### src/rtl/serializer_multilane.sv
// serializer_multilane
// Parallel-to-serial converter. DATA_W-bit words arrive on a valid/ready
// handshake and leave as BEATS = DATA_W/LANES beats of LANES bits each on a
// second valid/ready handshake. A one-word holding buffer lets the next word
// wait while the current one shifts out, so words stream back to back.
//
// Ports
//   i_clk         clock, rising edge
//   i_rst_n       asynchronous active-low reset
//   i_en          clock enable; 0 freezes every register
//   iv_din        input word
//   i_din_valid   input word valid
//   o_din_ready   a word can be accepted (hold buffer empty)
//   ov_dout       current output beat
//   o_dout_valid  ov_dout valid
//   i_dout_ready  downstream takes the beat
//   o_last        current beat is the final beat of its word
//   o_busy        shifting or holding a word
//
// state   | meaning
// S_IDLE  | nothing in flight, sreg cleared, output invalid
// S_SHIFT | sreg holds the word being emitted, cnt = beat index

module serializer_multilane #(
    parameter int DATA_W    = 24,
    parameter int LANES     = 1,
    parameter bit MSB_FIRST = 1'b0
) (
    input  logic              i_clk,
    input  logic              i_rst_n,
    input  logic              i_en,
    input  logic [DATA_W-1:0] iv_din,
    input  logic              i_din_valid,
    output logic              o_din_ready,
    output logic [LANES-1:0]  ov_dout,
    output logic              o_dout_valid,
    input  logic              i_dout_ready,
    output logic              o_last,
    output logic              o_busy
);

    localparam int BEATS = DATA_W / LANES;
    localparam int CNT_W = $clog2(BEATS) + 1;
    localparam logic [CNT_W-1:0] LAST_CNT = CNT_W'(BEATS - 1);

    localparam logic [0:0] S_IDLE  = 1'b0;
    localparam logic [0:0] S_SHIFT = 1'b1;

    if ((DATA_W % LANES) != 0) begin : g_bad_lanes
        $error("serializer_multilane: LANES must divide DATA_W");
    end

    logic [0:0]        state;
    logic [DATA_W-1:0] sreg;
    logic [DATA_W-1:0] sreg_shifted;
    logic [CNT_W-1:0]  cnt;
    logic [DATA_W-1:0] hold;
    logic              hold_valid;

    logic accept;
    logic xfer;
    logic last_beat;
    logic bypass;

    // The lane group that leaves next sits at the end of sreg that is shifted
    // out; zero fill keeps ov_dout at 0 once the word is gone.
    if (MSB_FIRST) begin : g_msb
        assign sreg_shifted = sreg << LANES;
        assign ov_dout      = sreg[DATA_W-1 -: LANES];
    end else begin : g_lsb
        assign sreg_shifted = sreg >> LANES;
        assign ov_dout      = sreg[LANES-1:0];
    end

    assign o_dout_valid = (state == S_SHIFT);
    assign o_din_ready  = ~hold_valid;
    assign o_busy       = o_dout_valid | hold_valid;

    assign last_beat = (cnt == LAST_CNT);
    assign o_last    = o_dout_valid & last_beat;

    assign accept = i_en & i_din_valid & ~hold_valid;
    assign xfer   = i_en & o_dout_valid & i_dout_ready;
    // A word arriving exactly as the last beat leaves (with hold empty) goes
    // straight into sreg instead of passing through hold.
    assign bypass = xfer & last_beat & accept;

    always_ff @(posedge i_clk or negedge i_rst_n) begin
        if (!i_rst_n) begin
            state      <= S_IDLE;
            sreg       <= '0;
            cnt        <= '0;
            hold       <= '0;
            hold_valid <= 1'b0;
        end else if (i_en) begin
            case (state)
                S_IDLE: begin
                    if (accept) begin
                        sreg  <= iv_din;
                        cnt   <= '0;
                        state <= S_SHIFT;
                    end
                end
                S_SHIFT: begin
                    if (xfer) begin
                        if (!last_beat) begin
                            sreg <= sreg_shifted;
                            cnt  <= cnt + 1'b1;
                        end else if (hold_valid) begin
                            sreg       <= hold;
                            cnt        <= '0;
                            hold_valid <= 1'b0;
                        end else if (accept) begin
                            sreg <= iv_din;
                            cnt  <= '0;
                        end else begin
                            sreg  <= '0;
                            cnt   <= '0;
                            state <= S_IDLE;
                        end
                    end
                    // accept implies hold is empty, so this never collides
                    // with the drain above.
                    if (accept && !bypass) begin
                        hold       <= iv_din;
                        hold_valid <= 1'b1;
                    end
                end
                default: state <= S_IDLE;
            endcase
        end
    end

endmodule

### config.mk
export PLATFORM = sky130hd
export DESIGN_NAME = serializer_multilane
export DESIGN_NICKNAME = d
export VERILOG_FILES = /design/src/rtl/serializer_multilane.sv
export SDC_FILE = /design/constraint.sdc
export NUM_CORES = 1
export LEC_CHECK = 0
export CAP_MARGIN = 20
export CORE_MARGIN = 1
export CORE_UTILIZATION = 55
export DETAILED_ROUTE_END_ITERATION = 10
export HOLD_SLACK_MARGIN = 0.08
export PLACE_DENSITY = 0.77
export REMOVE_ABC_BUFFERS = 1
export SETUP_SLACK_MARGIN = 0.15
export SLEW_MARGIN = 20
export SYNTH_ARGS = -nofsm -noshare
export SYNTH_HDL_FRONTEND = slang
export SYNTH_SLANG_ARGS = --single-unit
export TNS_END_PERCENT = 5
### constraint.sdc
create_clock -name i_clk -period 1.9 [get_ports i_clk]
set_input_delay 0.19 -clock i_clk [delete_from_list [all_inputs] [get_ports i_clk]]
set_output_delay 0.19 -clock i_clk [all_outputs]
set_load 0.05 [all_outputs]
# After elaboration in Yosys (flattened, before gate mapping)
# Index checks and enable logic that the tools add are counted.
dict set report word_totals {
  regBits 56
  input_bits 29
  out_inout_bits 5
}
dict set report classes {
  n_addsub 1
  n_eq_ne 3
  muxes 18
  bitwise 10
  n_reduce_logical 7
}
# cell n
set op_table {}
lappend op_table {{2-to-1 mux 24 bit} 5}
lappend op_table {{one-hot mux 24 bit (2 select lines)} 1}
lappend op_table {{2-to-1 mux 6 bit} 3}
lappend op_table {{one-hot mux 6 bit (2 select lines)} 1}
lappend op_table {{bitwise AND 1 bit} 7}
lappend op_table {{2-to-1 mux 1 bit} 7}
lappend op_table {{adder 6 x 1 -> 6 bit, second input constant} 1}
lappend op_table {{equality test 6 x 5 -> 1 bit, second input constant} 1}
lappend op_table {{AND reduction 3 bit} 2}
lappend op_table {{AND reduction 4 bit} 1}
lappend op_table {{nonzero test 2 bit} 2}
lappend op_table {{inequality test 2 x 1 -> 1 bit, second input constant} 1}
lappend op_table {{inequality test 2 bit, second input constant} 1}
lappend op_table {{NOT 1 bit} 2}
lappend op_table {{one-hot mux 1 bit (2 select lines)} 1}
lappend op_table {{logical AND 1 bit} 1}
lappend op_table {{logical NOT 1 bit} 1}
lappend op_table {{OR 1 bit} 1}

# Logic depth before layout (Yosys ltp)
# Gate-level depths: netlist (run 1).
dict set report logic_depth {
  word_depth 8
  ltp_mapped 7
  depth_no_buf 5
}

# Least setup slack after synthesis (run 1)
# Ideal clock, no wire load.
dict set report synth_timing {
  path_kind {reg2out}
  startpoint {reg state, in the netlist o_dout_valid}
  endpoint {out o_last}
  arrival_time_ns 1.855
  required_ns 1.710
  slack_ns -0.145
  path_stages_with_launch 5
  cell_sequence {dfrtp_1 buf_2 inv_1 clkbuf_1 nor2_1}
}
dict set report synth_between {
  elab_chain_cells 1
}
# item line_no
set synth_lines {}
lappend synth_lines {{from (decl)} 53} ;# logic [0:0] state;
lappend synth_lines {{from (signal assigned)} 90} ;# state <= S_IDLE;
lappend synth_lines {{from (signal assigned)} 101} ;# state <= S_SHIFT;
lappend synth_lines {{from (signal assigned)} 119} ;# state <= S_IDLE;
lappend synth_lines {{bitwise AND 1 bit} 80} ;# assign o_last = o_dout_valid & last_beat;
lappend synth_lines {{to (decl)} 38} ;# output logic o_last,
# Every way passes these cells.

# Worst setup path after layout (run 1)
dict set report layout_timing {
  startpoint {reg cnt[0]}
  endpoint {out o_last}
}
dict set report layout_between {
  elab_chain_cells 2
}
# item line_no
set layout_lines {}
lappend layout_lines {{from (decl)} 56} ;# logic [CNT_W-1:0] cnt;
lappend layout_lines {{from (signal assigned)} 108} ;# cnt <= cnt + 1'b1;
lappend layout_lines {{equality test 6 x 5 -> 1 bit} 79} ;# assign last_beat = (cnt == LAST_CNT);
lappend layout_lines {{bitwise AND 1 bit} 80}
# Every way passes these cells.

==> results of run 1 <==
==> kinds of logic after synthesis <==
family                   count (synthesis)  synth area share (%)
buffers and inverters                   27                  5.59
multiplexers                            25                  10.1
adder cells (fa/ha/maj)                  1                 0.447
flip-flops                              56                  50.1
AND/OR/NAND/NOR                         76                  13.9
AO/OA/AOI/OAI                           68                  19.9
==> metal layers <==
metal / part of all wire, % / global-route usage [%]
met1: 43 / 39.6
met2: 50 / 47.5
met3: 6.5 / 5.35
met4: 0.76 / 4.49
met5: 0 / 0
==> area by class of cell <==
class,count,area share (%)
flip-flops and latches,56,39.9
multi-input cells,170,36.1
repair buffers,70,18.5
well taps,67,2.39
clock buffers,6,2.35
inverters,4,0.534
clock inverters,1,0.249
==> synthesized netlist by cell type, types with 2 or more instances <==
cell	n	area, um^2
mux2_1	2	22.5
a222oi_1	10	100
a22o_1	3	26.3
a21oi_1	3	15.0
o31ai_1	13	97.6
mux2_2	23	259
nand2_1	19	71.3
nor2_1	16	60.1
o21ai_0	5	25.0
a21boi_0	13	97.6
dfrtp_1	56	1400
a221oi_1	13	114
clkbuf_1	6	22.5
buf_4	4	30.0
o21a_1	2	15.0
inv_1	4	15.0
nand2b_1	2	12.5
nand4_1	13	81.3
nor3_1	4	20.0
nand3_1	14	70.1
buf_2	8	40.0
buf_6	4	45.0
==> where the power goes <==
part           switching, mW  total, mW  internal (mW)
Sequential             0.346       2.07           1.72
Combinational           1.11       2.15           1.04
Clock                  0.397      0.689          0.292
Total                   1.86       4.91           3.05
==> worst max-delay path by stage <==
stage	from	endpoint	slack (ns)	depth (start not counted)
floorplan	o_dout_valid	cnt[2]	-0.56	4
global route	cnt[0]	sreg[9]	0.09	7
CTS	cnt[1]	o_last	0.14	6
finish	cnt[0]	o_last	0.15	6
global placement	i_en	hold[20]	-0.003	5
detailed placement	i_en	hold[19]	0.01	5
==> per-stage QoR <==
step	hold slack, ns	area, um^2
after floorplan	-0.106	2660
after global placement	0.214	3320
after detailed placement	0.214	3320
after CTS	0.414	3500
after global routing	0.439	3510
final	0.386	3510
==> state kept, by name (all words and copies together) (netlist names) <==
| register | cells |
|---|---|
| hold | 24 |
| sreg | 24 |
| cnt | 6 |
| hold_valid | 1 |
| o_dout_valid | 1 |
==> placed cells by master (no fill, tap or decap), drive strengths merged, types with 2 or more instances in the layout <==
master,count
nor2,16
nand3,14
clkdlybuf4s50,28
o31ai,13
dfrtp,56
a221oi,13
a21oi,3
o21a,2
clkbuf,6
inv,3
a222oi,10
nand4,13
a22o,3
mux2,25
o21ai,6
nand2,19
nor3,4
nand2b,2
buf,41
nor2b,2
a31oi,2
a21boi,13
==> what timing repair did <==
| item | CTS | global route |
|---|---|---|
| setup buffers | 6 | 1 |
| resized for setup | 6 | 3 |
| endpoints found under the hold margin | 56 | 0 |
| pin swaps | 3 | 2 |
| hold buffers | 1 | 0 |
| endpoints found under the setup margin | 31 | 48 |
==> critical path: stages (launching register included) <==
cell and delay, ns:
dfrtp_1 0.40, ha_4 0.16, and4bb_2 0.25, nand2_2 0.07, buf_6 0.12, nor2_4 0.09
buf_12 0.14
==> impl_summary.md, run 1 <==
Placed design
During placement, the flow inserted port buffers numbering 33. The pre-CTS setup slack is 0.0140 ns. Counting tap cells, the placed design contains a total of 359 instances. The wire-length estimate of the detail-placed layout is 4430 um. At the end of routability-driven placement, the weighted congestion stood at 0.811.

Critical path
The worst setup path is launched from a flop. The maximum net fanout on the critical path is 3. The worst setup path is of the flop to primary output kind. Across all register-to-register paths, the minimum setup slack is 0.19 ns. For the worst flop-to-flop path, the logic depth is 7.

The reg-to-reg critical path startpoint is cnt[0]. The reg-to-reg endpoint is sreg[4]. The critical path arrival is 1.56 ns. Data on the critical path is required at its endpoint by 1.71 ns. The endpoint class of the critical path is a primary output.

Synthesis
The per-instance average area after synthesis is 11.1 um^2. The number of library cell types mapped by synthesis is 38. The async set or reset register ratio after synthesis is 100%.

The area of the mapped netlist is 0.00280 mm^2. Yosys printed 0 warnings. The number of flops mapped to enable cells by yosys is 0. The leading register cell type out of synthesis is dfrtp_1. For this run, the register share of the synthesized area comes to 50.1%. The cell count after synthesis came out at 253.

In this run, synthesis produced a sequential element count of 56.

Global route
The number of antenna violations at the first check in global routing was 0. Entering global routing, the biggest net connects 57 pins. The number of global-route vias before repair is 2276. The first-pass GRT wire length is 11300 um. The total overflow left after global routing is 0.

The total global-route track usage is 28.4%.

Clock network
The clock latency on the worst-skew pair is 0.32 ns. The clock buffer count from CTS is 5. CTS saw 56 sinks. In this run the number of H-tree levels came out at 2. In this run the deepest clock path goes through 2 buffers. The post-CTS clock slew at the launch and capture registers of the worst setup and hold paths is 0.09 ns. The clock tree root driver cell is clkbuf_8. TritonCTS built the clock tree.

Timing
The count of endpoints failing hold in the final timing report is 0. The slew at the pin with the worst max-slew slack is 0.488 ns. Setup repair after global routing could not meet its margin everywhere. The time the final worst path needs with I/O delays and setup is 1.75 ns.

For this run, the top clock speed supported by timing is 573 MHz. In this run the tightest slew margin relative to its limit is 67.3%. The share of the clock period used by the worst path is 91.9%. The total negative slack for setup checks is 0 ns. Setup violations remaining at the end of the flow were counted as 0. The final count of pins violating max slew is 0. The worst clock skew is 0.0108 ns. Setup slack closes at 0.154 ns.

Detailed routing
The total wire length after detailed routing is 6960 um. Before antenna repair, the detailed router went through 6 iterations. The count of antenna-violating nets left after detailed routing is 0. In the routed design, unresolved DRC markers number 0.

Dividing the detail-routed via count by the number of cells gives 6.35. After detailed routing, the average wire length per cell comes to 18.6 um. In this run, the number of DRC markers left after iteration 0 of detailed routing was 232. The via total after detailed routing is 2375.

Die
The die is 73.3 um wide. For this design the top-level I/O count stands at 34. The initial cell density of the core is 58.1%. The die footprint is 0.00538 mm^2. From bottom edge to top edge, the die measures 73.3 um. In this run the standard cell core region covers 0.00482 mm^2. After floorplanning, the core was divided into 25 placement rows.

Pwr
Summed over all cells, the static leakage comes to 1.54 nW. The post-layout total power is 4.91 mW. The peak ir drop on the vdd network is 0.000767 V. Dividing total power by cell area gives a power density of 1400 mW/mm^2.

Finish
After the flow finishes, the layout carries non-filler instances totaling 374. Summing all flip-flop and latch instances after layout gives 0.00140 mm^2. Cells with a size suffix above 1 make up 27.0% of the layout. Summing all multi-input logic gate instances after layout gives 0.00127 mm^2. The number of nets in the final layout is 337. The synthesis-to-finish area growth is 25.6%.

The number of fill cells in the layout is 370. The antenna diode instance count is 0. The fraction of the core area covered by cells at the end of the flow is 73.0%.

Status
The flow ran to the end, and the final reports show no timing, DRC or antenna violations.

Job
Max-cap violations in this run came to 0.

Hold path
The path category of the worst min-delay check is input port to async pin.
Note: power is estimated with default switching activity, not from simulation.
==> inputs of run 2 (changes only) <==
--- a/config.mk
+++ b/config.mk
@@ -10,6 +10,7 @@
 export CORE_UTILIZATION = 55
 export DETAILED_ROUTE_END_ITERATION = 10
 export HOLD_SLACK_MARGIN = 0.08
+export MAX_ROUTING_LAYER = met4
 export PLACE_DENSITY = 0.77
 export REMOVE_ABC_BUFFERS = 1
 export SETUP_SLACK_MARGIN = 0.15
==> constraint.sdc (replaced) <==
create_clock -name i_clk -period 1.9 [get_ports i_clk]
set_input_delay 0.38 -clock i_clk [delete_from_list [all_inputs] [get_ports i_clk]]
set_output_delay 0.38 -clock i_clk [all_outputs]
set_load 0.05 [all_outputs]
==> impl_summary.md, run 2 (synthesis results as in run 1) <==
Detailed routing
The detail route stage leaves a number of antenna-violating nets equal to 0. For this block, the initial DRC count from the detailed router was 227. The detailed-routing iteration count for the pre-antenna-repair pass is 6.

The total wire length after detailed routing is 7220 um. The mean routed wirelength per cell is 19.1 um. For this run, design rule violations remaining after detail routing come to 0. The via total after detailed routing is 2428. The detailed-route vias per instance is 6.42.

Placed design
Detailed placement finished with a half-perimeter wire length of 4930 um. After detailed placement, the total cell area comes to 0.00340 mm^2. The placer congestion estimate is 0.828. Port buffering added 33 buffers.

The pre-CTS setup slack is -0.166 ns.

Clock network
In this run the number of H-tree levels came out at 2. Clock latency on the worst-skew pair, taken at its later pin, is 0.30 ns. The clock net in this run drives a total of 56 sinks.

After clock tree synthesis, the clock-pin slew on the worst setup and hold paths is 0.09 ns. In this run the deepest clock path goes through 2 buffers. The TritonCTS clock tree is built.

The clock tree root driver cell is clkbuf_8. TritonCTS created 5 clock buffers.

Pwr
The switching power as a share of total power is 37.4%. For this design the total switching power over the nets is 1.86 mW. The combinational share of power is 44.4%.

Cell internal power was estimated by the tool at 3.12 mW. The part of the power in registers is 41.9%. The peak ir drop on the vdd network is 0.000748 V.

The static leakage is 1.59 nW. In this run the power density over the cells is 1390 mW/mm^2. Per report_power, the clock group accounts for 13.7% of the total.

Hold path
In this run the worst hold path is classified as flop to flop.

Finish
0 antenna diodes ended up in the layout. Fill cells in the final layout number 357. The top cell types in the final layout, fill and taps aside, are 55 x dfrtp_1, 36 x buf_4, 27 x clkdlybuf4s50_1.

The largest registers in the layout are hold x24, sreg x24, cnt x6. The finished cells cover 0.00357 mm^2. The share of layout cells above drive strength 1 is 28.6%. The area growth from synthesis to layout is 27.5%. The leading cell type in the layout, fill and taps excluded is dfrtp_1. The number of nets in the final layout is 341.

Timing
For the pin with the worst max-slew slack, the measured transition is 0.499 ns. For the finished layout, the period the worst path requires is 1.87 ns. The count of endpoints failing hold in the final timing report was 0. Setup repair after global routing could not meet its margin everywhere.

The total negative slack for setup checks is 0 ns. The achievable frequency is 534 MHz. Across all hold checks on the routed design, the worst slack comes to 0.510 ns. The final critical path takes up 98.5% of the cycle. The max-slew headroom at the worst pin is 66.7%.

The worst clock skew is 0.00817 ns. Setup violations remaining at the end of the flow were counted as 0. Setup slack on the critical path of the routed design comes to 0.0287 ns. The final count of pins violating max slew came to 0.

Die
The die extent in y is 73.3 um. The die extent in x is 73.3 um. In this run the standard cell core region covers 0.00482 mm^2. The die covers 0.00538 mm^2. The count of standard-cell rows is 25.

The initial utilization of the core area, before any placement, comes to 58.1%. During I/O placement, the number of pins put on the boundary was 34.

Global route
The first-pass GRT wire length is 11600 um. Global routing finished with a remaining overflow of 0. The largest net degree at the start of global routing is 57.

The total global-route track usage is 29.6%. The number of global-route vias before repair is 2409. The number of antenna violations at the first check in global routing was 0.

Critical path
The critical path class is flop to primary output. STA classifies the critical path endpoint as a primary output. The element type at the critical path start is a flop. At the worst endpoint, the required time is 1.52 ns.

In this run the worst path has a maximum fanout of 3. STA puts the critical path data arrival time at 1.49 ns.

Status
The flow ran to the end, and the final reports show no timing, DRC or antenna violations.

Job
The max-capacitance violation count is 0.
run 2: layout make-up:
type	instances	area (um^2)	area share (%)
clock buffer	7	96.3	2.70
inverter	4	15.0	0.421
multi-input combinational	170	1270	35.5
sequential	56	1400	39.3
tap	67	83.8	2.35
timing repair buffer	74	704	19.7
run 2: metrics by stage:
| stage | utilization, % | power (mW) | cells |
|---|---|---|---|
| 2_1_floorplan | - | 3.21 | 230 |
| 3_3_place_gp | 70.6 | 4.08 | 366 |
| 3_5_place_dp | 70.6 | 4.19 | 366 |
| 4_1_cts | 73.7 | 4.94 | 377 |
| 5_1_grt | 74.1 | 5.26 | 378 |
| 6_report | 74.1 | 4.98 | 378 |
run 2: timing repair:
action	in CTS	in global routing
setup buffers	3	0
pin swaps	3	6
endpoints found under the setup margin	50	53
endpoints found under the hold margin	56	0
gates cloned	0	1
hold buffers	1	0
gates resized for setup	5	8
run 2: worst paths after layout:
path | startpoint | endpoint | slack [ns] | cells past startpoint
hold reg to reg | sreg[10] | sreg[10] | 0.51 | 2
setup reg to reg | cnt[0] | sreg[15] | 0.10 | 7
hold / removal | sreg[10] | sreg[10] | 0.51 | 2
min in group asynchronous | i_rst_n | cnt[5] | 0.57 | 3
setup / recovery | cnt[0] | o_last | 0.03 | 5
max in group asynchronous | i_rst_n | hold[18] | 1.04 | 3
run 2: critical path, cell delays in order (launching register included):
cell and delay [ns]:
dfrtp_1 0.36, ha_2 0.21, and4bb_2 0.28, nand2_4 0.07, nor2_4 0.11, buf_12 0.14
run 2: power groups by stage:
stage	Clock [mW]	Sequential (mW)	Combinational, mW
after floorplan	0	2.08	1.13
after global placement	0	2.07	2.02
after detailed placement	0	2.09	2.10
after CTS	0.704	2.07	2.17
after global routing	0.735	2.14	2.38
final	0.682	2.08	2.21
run 2: metal layers:
metal | share of wire (%) | global-route usage (%) | wire length [um] | up-vias
met1 | 43 | 38.4 | 3080 | 1229
met2 | 50 | 48.0 | 3610 | 109
met4 | 1.0 | 9.40 | 72 | 0
met3 | 6.3 | 4.66 | 457 | 8
met5 | 0 | - | 0 | -
li1 | - | - | - | 1082
